[config.mk]
export PLATFORM = sky130hd
export DESIGN_NAME = frame_deframer
export DESIGN_NICKNAME = d
export VERILOG_FILES = /design/src/rtl/frame_defs_pkg.sv /design/src/rtl/frame_seq_checker.sv /design/src/rtl/frame_deframer.sv
export SDC_FILE = /design/constraint.sdc
export NUM_CORES = 1
export LEC_CHECK = 0
export ABC_AREA = 0
export ABC_CLOCK_PERIOD_IN_PS = 6300
export BUFFER_PORTS_ARGS = -buffer_cell sky130_fd_sc_hd__buf_2
export CAP_MARGIN = 20
export CORE_AREA = 2 2 216 218
export CTS_CLUSTER_DIAMETER = 100
export DETAILED_ROUTE_END_ITERATION = 10
export DIE_AREA = 0 0 218 220
export PLACE_DENSITY = 0.59
export SYNTH_ARGS = -nofsm -noshare
export SYNTH_HDL_FRONTEND = slang
export SYNTH_HIERARCHICAL = 1
export SYNTH_SLANG_ARGS = --single-unit
[constraint.sdc]
create_clock -name clk -period 6.3 [get_ports clk]
set_clock_uncertainty 0.2 [all_clocks]
set_input_delay 0.63 -clock clk [delete_from_list [all_inputs] [get_ports clk]]
set_output_delay 0.63 -clock clk [all_outputs]
set_load 0.1 [all_outputs]
[src/rtl/frame_defs_pkg.sv]
// Shared frame-format definitions for the frame assembler / deframer pair:
// deframer state encoding and default stream widths.
package frame_defs_pkg;
    typedef enum logic [1:0] {
        ST_PAYLOAD = 2'd0,
        ST_META    = 2'd1,
        ST_COUNT   = 2'd2,
        ST_DROP    = 2'd3
    } frame_state_e;

    localparam int DEF_DW         = 128;
    localparam int DEF_META_BEATS = 2;
    localparam int DEF_CNT_W      = 32;
endpackage

[src/rtl/frame_seq_checker.sv]
// Frame-counter sequence checker, only built with FRAME_DEFRAMER_SEQ_CHECK_EN.
// The first capture after reset primes prev_cnt; later captures must be prev_cnt+1.
module frame_seq_checker #(
    parameter int DW = 128
) (
    input  logic          clk,
    input  logic          resetn,
    input  logic          cap_i,
    input  logic [DW-1:0] cnt_i,
    output logic          err_seq_o
);
    logic [DW-1:0] prev_cnt_q;
    logic          primed_q;
    logic          err_q;

    always_ff @(posedge clk or negedge resetn) begin
        if (!resetn) begin
            prev_cnt_q <= '0;
            primed_q   <= 1'b0;
            err_q      <= 1'b0;
        end else begin
            err_q <= cap_i & primed_q & (cnt_i != prev_cnt_q + 1'b1);
            if (cap_i) begin
                prev_cnt_q <= cnt_i;
                primed_q   <= 1'b1;
            end
        end
    end

    assign err_seq_o = err_q;
endmodule

[src/rtl/frame_deframer.sv]
// Splits a framed stream (payload, metadata, counter beat with tlast) into payload and
// metadata streams, captures the frame counter and flags length errors, resyncing on tlast.
// Define FRAME_DEFRAMER_SEQ_CHECK_EN to also check that frame counters increment by one.
module frame_deframer
    import frame_defs_pkg::*;
#(
    parameter int DW         = DEF_DW,
    parameter int META_BEATS = DEF_META_BEATS,
    parameter int CNT_W      = DEF_CNT_W
) (
    input  logic             clk,
    input  logic             resetn,
    input  logic [CNT_W-1:0] cfg_payload_beats,
    input  logic [DW-1:0]    s_axis_tdata,
    input  logic             s_axis_tvalid,
    output logic             s_axis_tready,
    input  logic             s_axis_tlast,
    output logic [DW-1:0]    m_pay_tdata,
    output logic             m_pay_tvalid,
    input  logic             m_pay_tready,
    output logic             m_pay_tlast,
    output logic [DW-1:0]    m_meta_tdata,
    output logic             m_meta_tvalid,
    input  logic             m_meta_tready,
    output logic             m_meta_tlast,
    output logic [DW-1:0]    frame_cnt,
    output logic             frame_cnt_vld,
    output logic             err_len,
    output logic             err_seq
);
    localparam logic [CNT_W-1:0] META_LAST = (META_BEATS > 0) ? CNT_W'(META_BEATS - 1) : '0;

    frame_state_e     state_q;
    logic [CNT_W-1:0] beat_cnt_q, cfg_q;
    logic [DW-1:0]    frame_cnt_q;
    logic             frame_cnt_vld_q, err_len_q;

    logic [CNT_W-1:0] cfg_eff, pay_lim, beat_inc;
    logic             pay_last, meta_last, acc;

    // The first payload beat of a frame uses the live config; later beats the latched copy.
    assign cfg_eff   = (cfg_payload_beats == '0) ? CNT_W'(1) : cfg_payload_beats;
    assign pay_lim   = (beat_cnt_q == '0) ? cfg_eff : cfg_q;
    assign pay_last  = (beat_cnt_q == pay_lim - 1'b1);
    assign meta_last = (beat_cnt_q == META_LAST);
    assign beat_inc  = (&beat_cnt_q) ? beat_cnt_q : beat_cnt_q + 1'b1;

    always_comb begin
        s_axis_tready = 1'b1;
        case (state_q)
            ST_PAYLOAD: s_axis_tready = m_pay_tready;
            ST_META:    s_axis_tready = m_meta_tready;
            default:    s_axis_tready = 1'b1;
        endcase
        s_axis_tready = s_axis_tready & resetn;
    end

    assign acc           = s_axis_tvalid & s_axis_tready;
    assign m_pay_tdata   = s_axis_tdata;
    assign m_meta_tdata  = s_axis_tdata;
    assign m_pay_tvalid  = resetn & s_axis_tvalid & (state_q == ST_PAYLOAD);
    assign m_meta_tvalid = resetn & s_axis_tvalid & (state_q == ST_META);
    assign m_pay_tlast   = s_axis_tlast | pay_last;
    assign m_meta_tlast  = s_axis_tlast | meta_last;

    always_ff @(posedge clk or negedge resetn) begin
        if (!resetn) begin
            state_q         <= ST_PAYLOAD;
            beat_cnt_q      <= '0;
            cfg_q           <= CNT_W'(1);
            frame_cnt_q     <= '0;
            frame_cnt_vld_q <= 1'b0;
            err_len_q       <= 1'b0;
        end else begin
            frame_cnt_vld_q <= 1'b0;
            err_len_q       <= 1'b0;
            if (acc) begin
                case (state_q)
                    ST_PAYLOAD: begin
                        if (beat_cnt_q == '0) cfg_q <= cfg_eff;
                        if (s_axis_tlast) begin
                            err_len_q  <= 1'b1;
                            beat_cnt_q <= '0;
                        end else if (pay_last) begin
                            beat_cnt_q <= '0;
                            state_q    <= (META_BEATS > 0) ? ST_META : ST_COUNT;
                        end else begin
                            beat_cnt_q <= beat_inc;
                        end
                    end
                    ST_META: begin
                        if (s_axis_tlast) begin
                            err_len_q  <= 1'b1;
                            beat_cnt_q <= '0;
                            state_q    <= ST_PAYLOAD;
                        end else if (meta_last) begin
                            beat_cnt_q <= '0;
                            state_q    <= ST_COUNT;
                        end else begin
                            beat_cnt_q <= beat_inc;
                        end
                    end
                    ST_COUNT: begin
                        frame_cnt_q     <= s_axis_tdata;
                        frame_cnt_vld_q <= 1'b1;
                        if (s_axis_tlast) begin
                            state_q <= ST_PAYLOAD;
                        end else begin
                            err_len_q <= 1'b1;
                            state_q   <= ST_DROP;
                        end
                    end
                    default: begin
                        if (s_axis_tlast) state_q <= ST_PAYLOAD;
                    end
                endcase
            end
        end
    end

    assign frame_cnt     = frame_cnt_q;
    assign frame_cnt_vld = frame_cnt_vld_q;
    assign err_len       = err_len_q;

`ifdef FRAME_DEFRAMER_SEQ_CHECK_EN
    frame_seq_checker #(.DW(DW)) u_seq (
        .clk       (clk),
        .resetn    (resetn),
        .cap_i     (acc & (state_q == ST_COUNT)),
        .cnt_i     (s_axis_tdata),
        .err_seq_o (err_seq)
    );
`else
    assign err_seq = 1'b0;
`endif
endmodule
-- Yosys cells after proc, flatten, opt, wreduce, memory -nomap -nowiden
Index checks and enable logic that the tools add are counted.
- flip-flop bits (word level): 196
- input port bits: 166
- output and inout port bits: 392
- add/subtract/negate cells: 2
- eq/ne operators: 7
- multiplexer cells: 22
- bitwise operators: 7
- reductions and logical operators: 11
- operators by type and width (cell ; number):
    two-way mux 32 bit ; 7
    zero test 32 bit ; 2
    case mux 32 bit (2 select lines) ; 1
    adder 32 x 1 -> 32 bit (second input constant) ; 1
    equality test 32 x 1 -> 1 bit (second input constant) ; 1
    equality test 32 bit ; 1
    AND reduction 32 bit ; 1
    subtractor 32 x 1 -> 32 bit (second input constant) ; 1
    two-way mux 2 bit ; 6
    case mux 2 bit (3 select lines) ; 1
    AND reduction 2 bit ; 3
    bitwise AND 1 bit ; 5
    two-way mux 1 bit ; 5
    AND reduction 5 bit ; 1
    != test 2 bit (second input constant) ; 2
    case mux 1 bit (2 select lines) ; 2
    nonzero test 4 bit ; 1
    != test 3 bit (second input constant) ; 1
    equality test 2 x 1 -> 1 bit (second input constant) ; 1
    equality test 2 bit (second input constant) ; 1
    zero test 2 bit ; 1
    OR 1 bit ; 2
    nonzero test 2 bit ; 1
    OR reduction 2 bit ; 1

-- Logic depth before layout (Yosys ltp)
- depth in word-level cells: 8
- gate-level depth with buffers: 23
- mapped depth without buffers: 20

-- Worst setup path before layout
No wires, ideal clock.
- path type: register -> output
- from: reg beat_cnt_q[0]
- to: out m_pay_tlast
- data arrival time: 6.528 ns
- slack: -1.058 ns
- cell stages (with the launch flop): 20
- buffers on the path: 1
- cells stage by stage: dfrtp_1 > inv_1 > ha_1 > clkbuf_1 > nor3b_1 > nand4_1 > or2_1 > nor2_1 > o21ai_0 > o21ai_0 > ha_1 > nor4b_1 > nand4_1 > nor3b_1 > mux2i_1 > a211oi_1 > nand3b_1 > a221o_1 > or4_4 > o21ai_0
- word-level cells in the longest chain between the ends: 5
- RTL lines (element ; RTL line ; text):
    start: declaration ; frame_deframer.sv:34 ; logic [CNT_W-1:0] beat_cnt_q, cfg_q;
    start signal: assignment ; frame_deframer.sv:88 ; beat_cnt_q <= beat_inc;
    start signal: assignment ; frame_deframer.sv:100 ; beat_cnt_q <= beat_inc;
    zero test 32 bit ; frame_deframer.sv:43 ; assign pay_lim = (beat_cnt_q == '0) ? cfg_eff : cfg_q;
    two-way mux 32 bit ; frame_deframer.sv:43 ;
    subtractor 32 x 1 -> 32 bit ; frame_deframer.sv:44 ; assign pay_last = (beat_cnt_q == pay_lim - 1'b1);
    equality test 32 bit (*) ; frame_deframer.sv:44 ;
    OR 1 bit (*) ; frame_deframer.sv:63 ; assign m_pay_tlast = s_axis_tlast | pay_last;
    end: declaration ; frame_deframer.sv:21 ; output logic m_pay_tlast,
Every way passes the cells marked *; elsewhere a longest branch is shown, timed or not.

-- Worst setup path in the final report
Same ends and word-level chain as after synthesis.

==> flow_summary.json <==
{
  "row_count": 79,
  "ys_types": 73,
  "via_count_of_the_first_global_routing_pass": 9300,
  "outcome": "finished, final reports clean",
  "synth-warning-count": 6,
  "postSynth.topFlopCell": "dfrtp_1",
  "netlist_top_cells_area": "dfrtp_1, buf_4, mux2_2",
  "timing_worst_setup_path_type": "reg2out",
  "cp-start-kind": "flop",
  "antenna_violating_nets_post_route": 0,
  "dieWidth_um": 218,
  "postLayoutCellArea_um2": 14700,
  "yosys_top_cell_area_share_pct": 39.27,
  "tritoncts.num_buffers": 17,
  "buffers_on_ports": 556,
  "critical_path.reg2reg.endpoint": "beat_cnt_q[3]",
  "finalHoldViolCount": 0,
  "critPathCaptureType": "output pin",
  "die_height_um": 220,
  "postLayoutCoreUtil_pct": 32.04,
  "synth-seq-area-share_pct": 39.48,
  "firstDrtPassIters": 5,
  "clk_root_buffer_cell": "clkbuf_16",
  "finalWorstPathRequiredPeriod_ns": 5.886,
  "cts_htree_levels": 4,
  "dpl_cell_area_um2": 14060,
  "number_of_flops_mapped_to_enable_cells_by_yosys": 0,
  "regToRegStartpoint": "beat_cnt_q[0]",
  "core-area_um2": 45860,
  "syn_area_per_cell_um2": 10.50,
  "antenna_found_initial": 11,
  "finalCritPeriodShare_pct": 93.42,
  "ctsLongestPathBuffers": 2,
  "post_synth_instance_area_um2": 12430,
  "grt_overflow_total": 0,
  "setup_total_negative_slack_ns": 0,
  "finalWeightedCongestion": 0.9503,
  "area_growth_from_synthesis_to_layout_pct": 18.26,
  "maxClockFrequency_mhz": 169.9,
  "max_cap_violations": 0,
  "drc_errors": 0,
  "layout.cells.most_common_list": "buf_2, dfrtp_1, mux2_2, nor2_1, xnor2_1",
  "dpl.hpwl_um": 35300,
  "wire_length_after_detailed_routing_um": 43710,
  "syn-num-nets": 1358,
  "timing_worst_slew_pin_value_ns": 0.8414,
  "arrival_ns": 5.06,
  "hold_start": "s_axis_tdata[37]",
  "pin_count": 558,
  "via_per_inst": 4.749,
  "clkTransAtPathRegs_ns": 0.08,
  "yosys_register_bits": 196,
  "tritoncts": "done",
  "finish_stage_setup_viols": 0,
  "clock_sink_count": 196,
  "worst-r2r-cell-count": 22,
  "vias_after_detailed_routing": 10010,
  "grt_usage_pct": 17.80,
  "crit_path_start": "beat_cnt_q[0]",
  "required_arrival_time_at_the_worst_endpoint_ns": 5.47,
  "grt_pass1_wl_um": 61900,
  "netlist.top_cell.by_area": "dfrtp_1",
  "rsz0062_at_grt": "no",
  "hold_path.class": "in2reg",
  "critical_path_peak_fanout": 8,
  "die_area_um2": 47960,
  "num-fill-cells": 4751,
  "layout-drive-gt1-share_pct": 54.11,
  "route.detailed.wl_per_inst_um": 20.75,
  "setup_slack_of_the_worst_register_to_register_path_ns": 0.93,
  "synthesis.instances": 1184,
  "latest_clock_arrival_within_the_worst_skew_pair_ns": 0.49,
  "fin_nets": 1658,
  "asyncSetResetFlopFracSynth_pct": 100.0,
  "grt_start_max_net_pins": 105,
  "max-slew-margin-rel_pct": 43.90,
  "layout_commonest_cell": "buf_2",
  "worst_setup_path_endpoint": "m_pay_tlast",
  "first_iter_violations": 627,
  "report.final.slew_viol_count": 0,
  "initial_utilization_pct": 27.10
}
-- flip-flops by register name (all words and copies together) (netlist names) --
| signal | cells |
|---|---|
| frame_cnt | 128 |
| cfg_q | 32 |
| state_q | 2 |
| frame_cnt_vld | 1 |
| err_len | 1 |
| beat_cnt_q | 32 |
-- worst min-delay path by stage --
stage                     to  slack, ns  cells past startpoint
2_1_floorplan  beat_cnt_q[0]       0.13                      0
3_3_place_gp    frame_cnt[5]       0.28                      1
3_5_place_dp   frame_cnt[70]       0.29                      1
4_1_cts        frame_cnt[37]       0.16                      2
5_1_grt        frame_cnt[36]       0.17                      2
6_report       frame_cnt[37]       0.20                      2
-- cell usage after synthesis (all sizes together) (6+ instances only) --
library cell and count:
buf 280, a311oi 8, clkbuf 23, nand4b 6, mux2 159, nor4 27, nor2 74, nand3 28
nand4 17, inv 19, xor2 20, o311a 7, nor3 29, ha 8, o21ai 20, a21oi 16
nand2b 10, dfrtp 195, and2 10, and4 7, or3 20, and3 6, xnor2 49, nand2 43
mux2i 24
-- repair_timing --
item / CTS / global route
hold endpoints to repair: 13 / 0
buffers inserted: 0 / 1
gates resized for setup: 0 / 5
setup endpoints to repair: 0 / 1
hold buffers: 1 / 0
-- metrics by stage --
stage / std cells / hold WS (ns) / worst slack (ns)
2_1_floorplan: 1184 / 0.1344 / 0.2367
5_1_grt: 2104 / 0.1698 / 0.03552
3_3_place_gp: 2070 / 0.2845 / 0.9198
4_1_cts: 2103 / 0.1579 / 0.1344
6_report: 2107 / 0.1958 / 0.4143
3_5_place_dp: 2070 / 0.2897 / 0.7343
-- logic make-up after synthesis --
family | share of synthesized area (%)
buffers and inverters | 18.00
xor gates and xnor gates | 4.863
DFF | 39.48
and+or+nand+nor | 14.05
AOI/OAI and AO/OA | 6.223
other | 0.03018
adders and majority gates | 0.8055
muxes | 16.55
-- routing by layer --
layer | wire length (µm) | GRT usage [%]
met5 | 58 | 0
met4 | 497 | 4.444
met3 | 3420 | 4.389
met2 | 21420 | 30.47
met1 | 18310 | 22.39
-- worst max-delay path: stages, from the launching register on --
cell      delay, ns
dfrtp_1        0.48
inv_2          0.13
ha_1           0.19
nor3b_1        0.19
nand4_1        0.15
or2_1          0.33
nor2_1         0.10
o21ai_0        0.10
o21ai_0        0.12
ha_2           0.28
nor4b_2        0.26
nand4_1        0.22
nor3b_1        0.24
mux2i_1        0.13
a211oi_1       0.22
nand3b_1       0.13
a221o_1        0.33
or4_4          0.57
o21ai_2        0.18
buf_12         0.19
-- area by class of cell --
type / instances / area (µm²) / share of cell area [%]
diodes: 3 / 7.507 / 0.05108
clock buffers: 19 / 452.9 / 3.082
clock inverters: 13 / 135.1 / 0.9195
inverters: 20 / 75.07 / 0.5108
multi-input cells: 665 / 5316 / 36.17
flip-flops and latches: 196 / 4906 / 33.38
well taps: 607 / 759.5 / 5.168
repair buffers: 584 / 3044 / 20.71
Power is left out: the tool's default activity adds up to more than one toggle a clock period on the data nets, which glitch-free logic cannot reach.
